<file path="config.mk">
export PLATFORM = sky130hd
export DESIGN_NAME = onehot_encoder_pipe
export DESIGN_NICKNAME = d
export VERILOG_FILES = /design/src/rtl/onehot_enc_pkg.sv /design/src/rtl/onehot_enc_core.sv /design/src/rtl/onehot_encoder_pipe.sv
export SDC_FILE = /design/constraint.sdc
export NUM_CORES = 1
export LEC_CHECK = 0
export ABC_AREA = 1
export CAP_MARGIN = 10
export CORE_UTILIZATION = 44
export DETAILED_ROUTE_END_ITERATION = 8
export PLACE_DENSITY = 0.78
export SLEW_MARGIN = 5
export SYNTH_ARGS = -nofsm -noshare
export SYNTH_HDL_FRONTEND = slang
export SYNTH_SLANG_ARGS = --single-unit
</file>
<file path="constraint.sdc">
create_clock -name i_clk -period 1.5 [get_ports i_clk]
set_input_delay 0.3 -clock i_clk [delete_from_list [all_inputs] [get_ports i_clk]]
set_output_delay 0.3 -clock i_clk [all_outputs]
set_load 0.005 [all_outputs]
</file>
<file path="src/rtl/onehot_enc_pkg.sv">
// onehot_enc_pkg
//   Shared constants for the one-hot encoder pipeline:
//   - N_DEFAULT / CNT_W_DEFAULT : default input width and error counter width
//   - clog2()                   : constant-evaluable ceiling log2 for port sizing
//   - err_reason_e              : why an accepted word was flagged; only a single
//                                 error bit leaves the top level
//   Config macro: ONEHOT_PRIORITY_EN (consumed by onehot_enc_core).
package onehot_enc_pkg;

    localparam int N_DEFAULT     = 10;
    localparam int CNT_W_DEFAULT = 8;

    typedef enum logic [1:0] {
        ERR_NONE  = 2'd0,
        ERR_ZERO  = 2'd1,
        ERR_MULTI = 2'd2
    } err_reason_e;

    // Smallest r with 2**r >= v; returns 0 for v <= 1.
    function automatic int clog2(input int v);
        int r;
        r = 0;
        for (int unsigned i = 0; i < 32; i++) begin
            if ((64'd1 << i) < 64'(v)) begin
                r = int'(i) + 1;
            end
        end
        return r;
    endfunction

endpackage

</file>
<file path="src/rtl/onehot_enc_core.sv">
// onehot_enc_core
//   Purely combinational N-to-W one-hot encoder with zero-hot / multi-hot detection.
//   Config macro: ONEHOT_PRIORITY_EN
//     defined   : multi-hot words encode to the highest set bit, no error
//     undefined : multi-hot words encode to 0 and report ERR_MULTI
//   An all-zero word always encodes to 0 and reports ERR_ZERO.
//   Ports:
//     i_data   [N-1:0]  one-hot input word
//     o_code   [W-1:0]  binary index of the set bit
//     o_reason          error reason (ERR_NONE / ERR_ZERO / ERR_MULTI)
module onehot_enc_core
    import onehot_enc_pkg::*;
#(
    parameter  int N = N_DEFAULT,
    localparam int W = clog2(N)
) (
    input  logic [N-1:0] i_data,
    output logic [W-1:0] o_code,
    output err_reason_e  o_reason
);

    logic [W-1:0] w_high;
    logic         w_zero;

    // Later iterations overwrite earlier ones, so the highest set bit wins.
    always_comb begin
        w_high = '0;
        for (int unsigned i = 0; i < N; i++) begin
            if (i_data[i]) begin
                w_high = W'(i);
            end
        end
    end

    assign w_zero = (i_data == '0);

`ifdef ONEHOT_PRIORITY_EN
    always_comb begin
        o_code   = '0;
        o_reason = ERR_NONE;
        if (w_zero) begin
            o_reason = ERR_ZERO;
        end else begin
            o_code = w_high;
        end
    end
`else
    logic w_multi;

    // Clearing the lowest set bit leaves something only if two or more were set.
    assign w_multi = |(i_data & (i_data - {{(N-1){1'b0}}, 1'b1}));

    always_comb begin
        o_code   = '0;
        o_reason = ERR_NONE;
        if (w_zero) begin
            o_reason = ERR_ZERO;
        end else if (w_multi) begin
            o_reason = ERR_MULTI;
        end else begin
            o_code = w_high;
        end
    end
`endif

endmodule

</file>
<file path="src/rtl/onehot_encoder_pipe.sv">
// onehot_encoder_pipe
//   Registered one-hot-to-binary encoder with valid/ready on both sides and a
//   saturating count of illegal words. Encoding lives in onehot_enc_core; this
//   level holds the output register, the handshake and the counter.
//   Config macro: ONEHOT_PRIORITY_EN (multi-hot handling, see onehot_enc_core).
//   Ports:
//     i_clk, i_rst_n      clock, synchronous active-low reset
//     i_in_valid/o_in_ready/i_in_data      input handshake and N-bit word
//     o_out_valid/i_out_ready              output handshake
//     o_out_code [W-1:0]  binary index,  o_out_err  word was illegal
//     o_err_count [CNT_W-1:0] saturating error count, i_clr_count clears it
module onehot_encoder_pipe
    import onehot_enc_pkg::*;
#(
    parameter  int N     = N_DEFAULT,
    parameter  int CNT_W = CNT_W_DEFAULT,
    localparam int W     = clog2(N)
) (
    input  logic             i_clk,
    input  logic             i_rst_n,
    input  logic             i_in_valid,
    output logic             o_in_ready,
    input  logic [N-1:0]     i_in_data,
    output logic             o_out_valid,
    input  logic             i_out_ready,
    output logic [W-1:0]     o_out_code,
    output logic             o_out_err,
    output logic [CNT_W-1:0] o_err_count,
    input  logic             i_clr_count
);

    logic [W-1:0]     w_code;
    err_reason_e      w_reason;
    logic             w_err;
    logic             w_accept;

    logic             r_valid;
    logic [W-1:0]     r_code;
    logic             r_err;
    logic [CNT_W-1:0] r_cnt;

    onehot_enc_core #(
        .N (N)
    ) u_core (
        .i_data   (i_in_data),
        .o_code   (w_code),
        .o_reason (w_reason)
    );

    assign w_err      = (w_reason != ERR_NONE);
    // Output register is free when empty or being drained this cycle.
    assign o_in_ready = !r_valid || i_out_ready;
    assign w_accept   = i_in_valid && o_in_ready;

    always_ff @(posedge i_clk) begin
        if (!i_rst_n) begin
            r_valid <= 1'b0;
            r_code  <= '0;
            r_err   <= 1'b0;
        end else if (w_accept) begin
            r_valid <= 1'b1;
            r_code  <= w_code;
            r_err   <= w_err;
        end else if (i_out_ready) begin
            r_valid <= 1'b0;
        end
    end

    always_ff @(posedge i_clk) begin
        if (!i_rst_n || i_clr_count) begin
            r_cnt <= '0;
        end else if (w_accept && w_err && (r_cnt != '1)) begin
            r_cnt <= r_cnt + {{(CNT_W-1){1'b0}}, 1'b1};
        end
    end

    assign o_out_valid = r_valid;
    assign o_out_code  = r_code;
    assign o_out_err   = r_err;
    assign o_err_count = r_cnt;

endmodule

</file>
==> run metrics <==
total gr overflow=0; FP Rows=15; commonest non-fill, non-tap cell in the layout=nand2_1; clk_skew=2.26 ps; Worst R2R Start=o_err_count[0]; Mean Syn Cell Area=6.45 µm²; run status=finished with violations; fin crit period=1560 ps; drt drc=0; IO Count=30; Tcrit/Tclk final=104%; critical path capture point type=flop; pre-CTS setup slack=-460 ps; Final Hold Vio Count=0; TritonCTS buffer count=3; initial cell density of the core=48.1%; Worst Hold Class=reg2reg; flops & latches, synth=14; Reg-to-Reg End=o_err_count[0]; Reg2Reg Setup Slack=-60 ps; global router's overall resource usage=24.6%; leading area contributor after synthesis=dfxtp_1; GP Congestion=0.884; Fin Setup TNS=-151 ps; vias=1150; endpoints failing setup=7; Distinct cells, synth=21; hold path startpoint=o_out_code[2]; Worst-Margin Slew=348 ps; Area contributors post-synth=dfxtp_1 (33%), nand2_1 (18%), a21oi_1 (7.6%); initial drt markers=just over 60; clock-pin slew on the worst setup and hold paths=90 ps; fin. max-slew vios=0; Yosys warning total=0; worst skew pair latency=between 200 and 300 ps; I/O Buffers=29; Reg2Reg Depth=7; post-synth net total=149; Antenna diodes=0; Final Util=84.4%; largest net degree at the start of global routing=10; PwrDens=571 nW/µm²; routed wire length=roughly 3100 µm; kind of critical path=reg2reg; max-cap violations=0; share of the synthesized area in the top cell type=32.7%; Data required, critical path=1710 ps; 1st-pass router iterations=5; Worst Hold Depth=2; DR WL/cell=around 14 µm; core region area=around 1800 µm²; Cells after Synth=133; Cell Int Power=approximately 0.61 mW; Slew headroom=76.7%; fmax=around 0.64 GHz; Die Span Y=46.2 µm; Mapped Area=858 µm²; Inst Count DP=202; Non-Filler Instances=217; sw frac=28.8%; Via density=5.30; initial antenna violation count=0; Fin Hold WS=about 470 ps; die footprint=roughly 2100 µm²; H-tree levels=1; Clock Tree Root=clkbuf_4; area of the multi-input gates=604 µm²; DP Area=between 1000 and 1500 µm²; Seq/Total Area, Yosys=between 30% and 40%; number of global-route vias before repair=just over 900; CTS tree=yes; crit path DAT=around 1800 ps; fillers=just over 100; power share of the sequential group=between 40% and 50%; Max Buffers Root-to-Sink=2; VDD IR max=approximately 0.44 mV; Pwr Total=0.860 mW; CP startpoint kind=flop; Switch Pwr=0.248 mW; P&R area growth vs syn=75.4%; Leak=0.647 nW; Hold Path Sink=o_out_code[2]; global-route wire length before repair=3820 µm; share of layout cells above drive strength 1=35.9%; hpwl dp=1650 µm; Clock power frac=33.2%; failing checks=negative setup slack; # clock sinks=14; DRT antenna net count=0; critical path fanouts, max=8; fin nets=209; most frequent cells in the layout=nand2_1 (36), buf_4 (23), clkdlybuf4s50_1 (17); storage element area=303 µm²; setup slack after layout=-58.8 ps; Die Span X=46.2 µm; Comb power frac=23.4%; cell area after layout=1510 µm²
## cell type report
cell class                      instances  share of cell area [%]
Tap cell                               25                    2.08
Timing Repair inverter                  1                   0.499
Timing Repair Buffer                   53                    30.5
Inverter                               17                    4.24
Clock buffer                            4                    2.41
Multi-Input combinational cell        103                    40.1
Sequential cell                        14                    20.1
## Yosys cell counts
| cell | n |
|---|---|
| inv_1 | 15 |
| nand3_4 | 1 |
| nand2_1 | 42 |
| o211ai_1 | 1 |
| nor2_1 | 12 |
| dfxtp_1 | 14 |
| clkinv_1 | 1 |
| inv_2 | 1 |
| nand4_1 | 2 |
| xnor2_1 | 3 |
| nand3_1 | 13 |
| ha_1 | 1 |
| xor2_1 | 3 |
| o31ai_1 | 1 |
| o21ai_0 | 2 |
| nor2_4 | 2 |
| nor2_2 | 2 |
| a21oi_1 | 13 |
| nand2_4 | 1 |
| nor3_1 | 1 |
| o21ai_1 | 2 |
## layer usage
layer | up-vias | part of all wire (%) | GRT usage (%)
met1 | 511 | 41 | 32.8
li1 | 551 | - | -
met3 | 20 | 7.5 | 4.31
met2 | 68 | 47 | 38.9
met5 | - | 0 | 0
met4 | 0 | 4.4 | 10.0
## power by group through the flow
stage               Clock [mW]  Sequential, mW  Combinational, mW
floorplan                    0           0.393             0.0697
global placement             0           0.391              0.167
detailed placement           0           0.391              0.169
CTS                      0.279           0.383              0.169
global route             0.306           0.374              0.216
finish                   0.285           0.374              0.201
## registers in the layout, summed over array words and instances, names as in the netlist
register and cells:
o_err_count 8, o_out_code 4, o_out_valid 1, o_out_err 1
## worst max-delay path, cell delays in order, from the launching register on
cell and delay, ps:
dfxtp_2 340, ha_1 160, nand4_1 180, o21ai_2 300, inv_2 150, nand2_8 130
nand2_1 50, a21oi_1 150
## logic make-up (layout without fill, tap and decap cells)
logic type,after synthesis,count (layout),share of synthesized area [%]
simple gates,76,77,40.7
xor+xnor,6,6,6.12
flops,14,14,32.7
buf+inv,17,75,7.43
fa+ha+maj,1,1,1.46
compound gates,19,19,11.7
## how the worst max path moves through the flow
stage	depth (start not counted)	endpoint	slack, ps	start
5_1_grt	7	o_err_count[0]	-80	o_err_count[0]
3_3_place_gp	10	o_err_count[2]	-450	i_in_data[6]
4_1_cts	10	o_err_count[6]	2	i_in_data[8]
3_5_place_dp	10	o_err_count[0]	-460	i_in_data[6]
6_report	7	o_err_count[0]	-60	o_err_count[0]
2_1_floorplan	7	o_err_count[4]	150	o_err_count[0]
## timing repair
item	CTS	global route
gates cloned	1	1
pin swaps	13	15
setup buffers	4	5
hold buffers	0	0
setup endpoints to repair	21	17
gates resized for setup	21	39
No activity file was read; power rests on OpenSTA's default activity.
